===== src/rtl/rsa_pkg.sv =====
// rtl/rsa_pkg.sv - shared RSA datapath types: modexp FSM states and default operand width
package rsa_pkg;

  localparam int DEFAULT_WIDTH = 6;

  typedef enum logic [2:0] {
    IDLE,
    LOAD,
    SQUARE,
    MULT,
    DONE
  } modexp_state_t;

  // Width of a bit index into a w-bit operand, never narrower than one bit.
  function automatic int idx_width(input int w);
    return (w > 1) ? $clog2(w) : 1;
  endfunction

endpackage


===== src/rtl/mod_exp_ctrl_if.sv =====
// rtl/mod_exp_ctrl_if.sv - request, reducer and result signals of the modexp controller
interface mod_exp_ctrl_if #(
  parameter int WIDTH = rsa_pkg::DEFAULT_WIDTH
) ();

  logic               start;
  logic [WIDTH-1:0]   base;
  logic [WIDTH-1:0]   exp;
  logic [WIDTH-1:0]   N;
  logic [2*WIDTH-1:0] out_mul;
  logic               Continue;
  logic [WIDTH-1:0]   red_in;
  logic [WIDTH-1:0]   result;
  logic               done;
  logic               busy;
  logic               err;

  // master: requester plus the combinational reducer; slave: the controller
  modport master (
    output start, base, exp, N, red_in,
    input  out_mul, Continue, result, done, busy, err
  );

  modport slave (
    input  start, base, exp, N, red_in,
    output out_mul, Continue, result, done, busy, err
  );

endinterface


===== src/rtl/exp_msb_find.sv =====
// rtl/exp_msb_find.sv - priority encoder giving the highest set bit of the exponent
module exp_msb_find #(
  parameter int WIDTH = 6,
  parameter int IW    = 3
) (
  input  logic [WIDTH-1:0] exp,
  output logic [IW-1:0]    msb,
  output logic             zero
);

  always_comb begin
    msb  = '0;
    zero = (exp == '0);
    for (int k = 0; k < WIDTH; k++) begin
      if (exp[k]) msb = IW'(k);
    end
  end

endmodule


===== src/rtl/mod_exp_ctrl.sv =====
// rtl/mod_exp_ctrl.sv - square-and-multiply base^exp mod N controller around an external reducer
// Optional MODEXP_LEADING_SKIP_EN starts the scan at the exponent's highest set bit.
module mod_exp_ctrl
  import rsa_pkg::*;
#(
  parameter int WIDTH = DEFAULT_WIDTH
) (
  input  logic            clk,
  input  logic            rst,
  mod_exp_ctrl_if.slave   bus
);

  localparam int IW = idx_width(WIDTH);
  localparam int W2 = 2 * WIDTH;

  modexp_state_t    state_q, state_d;
  logic [WIDTH-1:0] base_q, exp_q, n_q, acc_q, b_q, result_q;
  logic [IW-1:0]    idx_q, idx_init;
  logic             err_q;
  logic [W2-1:0]    out_mul_c;
  logic             cont_c, done_c, accept, dec_idx;

`ifdef MODEXP_LEADING_SKIP_EN
  logic [IW-1:0] msb_idx;
  logic          exp_zero, zero_q;

  exp_msb_find #(
    .WIDTH (WIDTH),
    .IW    (IW)
  ) u_msb (
    .exp  (bus.exp),
    .msb  (msb_idx),
    .zero (exp_zero)
  );

  assign idx_init = msb_idx;
`else
  assign idx_init = IW'(WIDTH - 1);
`endif

  always_comb begin
    state_d   = state_q;
    out_mul_c = '0;
    cont_c    = 1'b0;
    done_c    = 1'b0;
    accept    = 1'b0;
    dec_idx   = 1'b0;
    case (state_q)
      IDLE, DONE: begin
        done_c  = (state_q == DONE);
        state_d = IDLE;
        if (bus.start) begin
          accept  = 1'b1;
          state_d = LOAD;
        end
      end
      LOAD: begin
        cont_c    = 1'b1;
        out_mul_c = W2'(base_q);
        state_d   = SQUARE;
`ifdef MODEXP_LEADING_SKIP_EN
        if (zero_q) state_d = DONE;
`endif
        if (n_q == '0) state_d = DONE;
      end
      SQUARE: begin
        cont_c    = 1'b1;
        out_mul_c = W2'(acc_q) * W2'(acc_q);
        if (exp_q[idx_q]) begin
          state_d = MULT;
        end else if (idx_q == '0) begin
          state_d = DONE;
        end else begin
          dec_idx = 1'b1;
          state_d = SQUARE;
        end
      end
      MULT: begin
        cont_c    = 1'b1;
        out_mul_c = W2'(acc_q) * W2'(b_q);
        if (idx_q == '0) begin
          state_d = DONE;
        end else begin
          dec_idx = 1'b1;
          state_d = SQUARE;
        end
      end
      default: state_d = IDLE;
    endcase
  end

  always_ff @(posedge clk) begin
    if (rst) begin
      state_q  <= IDLE;
      base_q   <= '0;
      exp_q    <= '0;
      n_q      <= '0;
      acc_q    <= '0;
      b_q      <= '0;
      idx_q    <= '0;
      result_q <= '0;
      err_q    <= 1'b0;
`ifdef MODEXP_LEADING_SKIP_EN
      zero_q   <= 1'b0;
`endif
    end else begin
      state_q <= state_d;
      if (accept) begin
        base_q <= bus.base;
        exp_q  <= bus.exp;
        n_q    <= bus.N;
        acc_q  <= (bus.N == WIDTH'(1)) ? '0 : WIDTH'(1);
        idx_q  <= idx_init;
        err_q  <= 1'b0;
`ifdef MODEXP_LEADING_SKIP_EN
        zero_q <= exp_zero;
`endif
      end
      case (state_q)
        LOAD: begin
          b_q <= bus.red_in;
          // Early exits from LOAD: modulus zero, or nothing to scan.
          if (state_d == DONE) begin
            result_q <= (n_q == '0) ? '0 : acc_q;
            err_q    <= (n_q == '0);
          end
        end
        SQUARE, MULT: begin
          acc_q <= bus.red_in;
          if (dec_idx) idx_q <= idx_q - IW'(1);
          if (state_d == DONE) result_q <= bus.red_in;
        end
        default: ;
      endcase
    end
  end

  assign bus.out_mul  = out_mul_c;
  assign bus.Continue = cont_c;
  assign bus.busy     = cont_c;
  assign bus.done     = done_c;
  assign bus.result   = result_q;
  assign bus.err      = err_q;

endmodule


===== src/flat_wrapper.sv =====
// flat-port wrapper written by rule: the top's interface ports become plain ports
module mod_exp_ctrl_flat import rsa_pkg::*;
#(
  parameter int WIDTH = DEFAULT_WIDTH
)
  (clk, rst, bus_start, bus_base, bus_exp, bus_N, bus_red_in, bus_out_mul, bus_Continue, bus_result, bus_done, bus_busy, bus_err);
  mod_exp_ctrl_if #(.WIDTH(WIDTH)) bus_i ();
  input  logic clk;
  input  logic rst;
  input wire logic [$bits(bus_i.start)-1:0] bus_start;
  input wire logic [$bits(bus_i.base)-1:0] bus_base;
  input wire logic [$bits(bus_i.exp)-1:0] bus_exp;
  input wire logic [$bits(bus_i.N)-1:0] bus_N;
  input wire logic [$bits(bus_i.red_in)-1:0] bus_red_in;
  output wire logic [$bits(bus_i.out_mul)-1:0] bus_out_mul;
  output wire logic [$bits(bus_i.Continue)-1:0] bus_Continue;
  output wire logic [$bits(bus_i.result)-1:0] bus_result;
  output wire logic [$bits(bus_i.done)-1:0] bus_done;
  output wire logic [$bits(bus_i.busy)-1:0] bus_busy;
  output wire logic [$bits(bus_i.err)-1:0] bus_err;
  assign bus_i.start = bus_start;
  assign bus_i.base = bus_base;
  assign bus_i.exp = bus_exp;
  assign bus_i.N = bus_N;
  assign bus_i.red_in = bus_red_in;
  assign bus_out_mul = bus_i.out_mul;
  assign bus_Continue = bus_i.Continue;
  assign bus_result = bus_i.result;
  assign bus_done = bus_i.done;
  assign bus_busy = bus_i.busy;
  assign bus_err = bus_i.err;
  mod_exp_ctrl #(.WIDTH(WIDTH)) u_core (.clk(clk), .rst(rst), .bus(bus_i));
endmodule

===== config.mk =====
export PLATFORM = sky130hd
export DESIGN_NAME = mod_exp_ctrl_flat
export DESIGN_NICKNAME = d
export VERILOG_FILES = /design/src/rtl/rsa_pkg.sv /design/src/rtl/mod_exp_ctrl_if.sv /design/src/rtl/exp_msb_find.sv /design/src/rtl/mod_exp_ctrl.sv /design/src/flat_wrapper.sv
export SDC_FILE = /design/constraint.sdc
export NUM_CORES = 1
export LEC_CHECK = 0
export ABC_AREA = 1
export ABC_CLOCK_PERIOD_IN_PS = 4000
export CAP_MARGIN = 20
export CORE_UTILIZATION = 49
export CTS_BUF_LIST = sky130_fd_sc_hd__clkbuf_16
export DETAILED_ROUTE_END_ITERATION = 16
export GPL_TIMING_DRIVEN = 0
export PLACE_DENSITY = 0.74
export SYNTH_ARGS = -nofsm -noshare
export SYNTH_HDL_FRONTEND = slang
export SYNTH_HIERARCHICAL = 1
export SYNTH_SLANG_ARGS = --single-unit

===== constraint.sdc =====
create_clock -name clk -period 4 [get_ports clk]
set_input_delay 0.6 -clock clk [delete_from_list [all_inputs] [get_ports clk]]
set_output_delay 0.6 -clock clk [all_outputs]
set_load 0.005 [all_outputs]

==> summary.txt <==
Run status
  – Outcome: complete, but fails checks
  – Failing checks: negative setup slack

CTS
  – Clk sinks: 43
  – Number of buffers created by CTS: 5
  – Clock transition at path regs: 60 ps
  – CTS H-tree depth: 2
  – Hold_buf cts: 0
  – Clk_lat worst skew: 280 ps
  – TritonCTS clock tree: done
  – Max clock buf depth: 2
  – CTS root buf: clkbuf_16

STA
  – Max Fclk: 241 MHz
  – Worst clock skew: 3.36 ps
  – Number of setup violations in the final report: 6
  – Final Worst Setup Slack: -148 ps
  – RSZ-0062 raised after global routing: yes
  – Setup tns final: -522 ps
  – Pins over their slew limit: 0
  – Worst hold slack: 457 ps
  – Worst slew pin tran: 469 ps
  – Relative slew slack: 0.687
  – Crit share post-route: 1.04
  – Final Hold Fails: 0
  – Tmin final: 4150 ps

Global routing
  – Remaining global-route overflow: 0
  – Initial antenna violation count: 0
  – M3 GR Usage: 0.0274
  – Global-route wire length before repair: 17300 um
  – Met2 usage: 0.479
  – Met1 usage: 0.301
  – Largest net degree at the start of global routing: 14
  – Vias in the first global route: 3868
  – Gr busiest metal: met2
  – GRT Util Overall: 0.255

Worst setup path
  – Worst setup EP type: output pin
  – Reg-to-reg slack, setup: 2280 ps
  – Reg2reg end: u_core/bus.result[2]$_SDFFE_PP0P_
  – Critical Path Fanout Max: 5
  – Worst reg2reg path startpoint: u_core/state_q[1]$_SDFF_PP0_
  – CP startpoint kind: flop
  – Crit path DAT: 3550 ps
  – Worst r2r path cells: 8
  – Crit Path Category: flop to output pin
  – Critical Path RT: 3400 ps

Floorplan
  – Height of the chip: 92.1 um
  – Row Count: 32
  – Core ar.: 7810 sq um
  – IO Count: 49
  – Starting Density: 0.509
  – Chip width: 92.1 um
  – Die area: 8480 sq um

Routing
  – WL/cell: 13.4 um
  – Total wire length: 10300 um
  – ANT nets after route: 0
  – 1st-pass router iterations: 5
  – Vias/cell: 5.13
  – Remaining DRCs: 0
  – Initial DRC Count: 185
  – Via count: 3924

Yosys
  – Synth warnings: 6
  – Post-Syn Nets: 673
  – Syn Inst Count: 586
  – Sequential area share after synthesis: 0.216
  – Synthesized area: 3980 sq um
  – #FFs+latches synth: 43
  – Yosys cell types: 38
  – Main synth FF type: dfxtp_1
  – Fraction of registers with async set/reset: 0
  – Post-synth EDFFs: 0
  – Syn_area_per_cell: 6.79 sq um

Finish
  – P&R area growth vs syn: 31.3%
  – Layout cells sized above 1: 0.198
  – Nets@finish: 749
  – N_diodes: 0

Power
  – Power per Cell Area: 243 nW/um^2
  – VDD IR-drop max: 0.000251 V
  – Pleak: 2.79 nW

Hold path
  – HP Start: u_core/exp_q[1]$_SDFFE_PP0P_
  – HP Class: flop to flop
  – Hold Path Stages: 2
  – WHS Endpoint: u_core/exp_q[1]$_SDFFE_PP0P_

Place
  – Port buffer count: 47
  – HPWL after DPL: 7470 um
  – Routability cong.: 0.879

Job
  – MaxCap Viol Count: 0
cell usage after synthesis (2+ instances only):
master,count,area (sq um)
a21o_1,2,15.0
a21oi_1,41,205
a22oi_1,2,15.0
a31oi_1,3,18.8
buf_2,2,10.0
buf_6,2,22.5
clkbuf_1,13,48.8
clkbuf_8,2,27.5
dfxtp_1,43,861
fa_1,25,500
ha_1,35,438
inv_1,124,465
inv_2,2,7.51
nand2_1,144,541
nand3_1,31,155
nand3_2,4,40.0
nand4_1,7,43.8
nor2_1,47,176
o211ai_1,5,37.5
o21ai_0,32,160
xnor2_1,3,26.3
per-stage QoR:
stage / total power [mW] / cells / instance area [sq um] / setup WS [ps] / utilization
final: 1.27 / 765 / 5220 / -148 / 0.669
after global routing: 1.34 / 765 / 5220 / -257 / 0.669
after CTS: 1.27 / 762 / 5130 / -91.6 / 0.658
after detailed placement: 0.860 / 735 / 4580 / -928 / 0.586
after global placement: 0.851 / 735 / 4580 / -858 / 0.586
after floorplan: 0.735 / 586 / 3980 / 3.63 / -
power breakdown:
part / internal, mW / total [mW] / switching (mW) / leakage (nW)
Combinational: 0.167 / 0.378 / 0.211 / 2.36
Clock: 0.224 / 0.377 / 0.152 / 0.0701
Sequential: 0.474 / 0.514 / 0.0392 / 0.359
Total: 0.865 / 1.27 / 0.403 / 2.79
layout by cell type (no fill, tap or decap), drive strengths merged:
cell and instances:
o211ai 5, clkbuf 18, dlygate4sd2 1, o21a 1, o22ai 1, xor2 1
o21bai 1, o21ai 32, buf 36, nand2 145, fa 25, dfxtp 43
nand3 35, nor3 1, a21o 2, xnor2 3, a21oi 42, a22oi 2
or2 1, clkinv 2, and2 1, nor2 49, inv 128, nor4 1
a22o 1, a32o 1, ha 35, a31oi 3, clkdlybuf4s50 39, nand4 8
sequential cells by signal, summed over array words and instances (netlist names):
signal	cells
u_core/acc_q	6
u_core/b_q	6
u_core/base_q	6
u_core/bus.err	1
u_core/bus.result	6
u_core/exp_q	6
u_core/idx_q	3
u_core/n_q	6
u_core/state_q	3
how the worst max path moves through the flow:
stage	depth (start not counted)	from	slack (ps)	endpoint
floorplan	17	u_core/acc_q[3]$_SDFFE_PP0P_	4	bus_out_mul[8]
global placement	17	u_core/acc_q[3]$_SDFFE_PP0P_	-860	bus_out_mul[10]
detailed placement	17	u_core/acc_q[3]$_SDFFE_PP0P_	-930	bus_out_mul[10]
CTS	17	u_core/acc_q[4]$_SDFFE_PP0P_	-90	bus_out_mul[9]
global route	17	u_core/acc_q[3]$_SDFFE_PP0P_	-260	bus_out_mul[11]
finish	17	u_core/acc_q[3]$_SDFFE_PP0P_	-150	bus_out_mul[9]
metal layers:
| metal | up-vias | wire length [um] |
|---|---|---|
| li1 | 1980 | - |
| met1 | 1808 | 4240 |
| met2 | 116 | 5360 |
| met3 | 20 | 492 |
| met4 | 0 | 192 |
| met5 | - | 0 |
final cells by class:
cell class | instances | area (sq um)
multi-input combinational | 396 | 2770
fill | 684 | 2590
sequential | 43 | 887
timing repair buffer | 71 | 622
inverter | 127 | 482
buffer | 18 | 194
tap | 102 | 128
clock buffer | 5 | 125
clock inverter | 3 | 11.3
critical path, cell delays in order, from the launching register on:
cell       delay [ps]
dfxtp_4           370
clkbuf_16         150
nand2_4            50
fa_1              520
inv_2              40
fa_1              490
inv_2              40
fa_1              510
inv_2              50
ha_4              280
nand2_2            70
inv_2              80
nand4_1           100
o211ai_1          130
a21oi_1           100
o21ai_1           110
nand2_1            60
buf_2             120
timing repair:
item,in CTS,in global routing
setup buffers,21,4
resized for setup,117,22
cloned,0,0
endpoints found under the setup margin,9,7
pin swaps,44,29
kinds of logic (layout without fill, tap and decap cells):
logic type	count (synthesis)	after routing	synth area share
and+or+nand+nor	241	241	0.262
buffers and inverters	147	224	0.150
AOI/OAI and AO/OA	91	91	0.126
adders and majority gates	60	60	0.236
DFF	43	43	0.216
xor gates and xnor gates	4	4	0.00881
(Power assumes the default switching activity.)
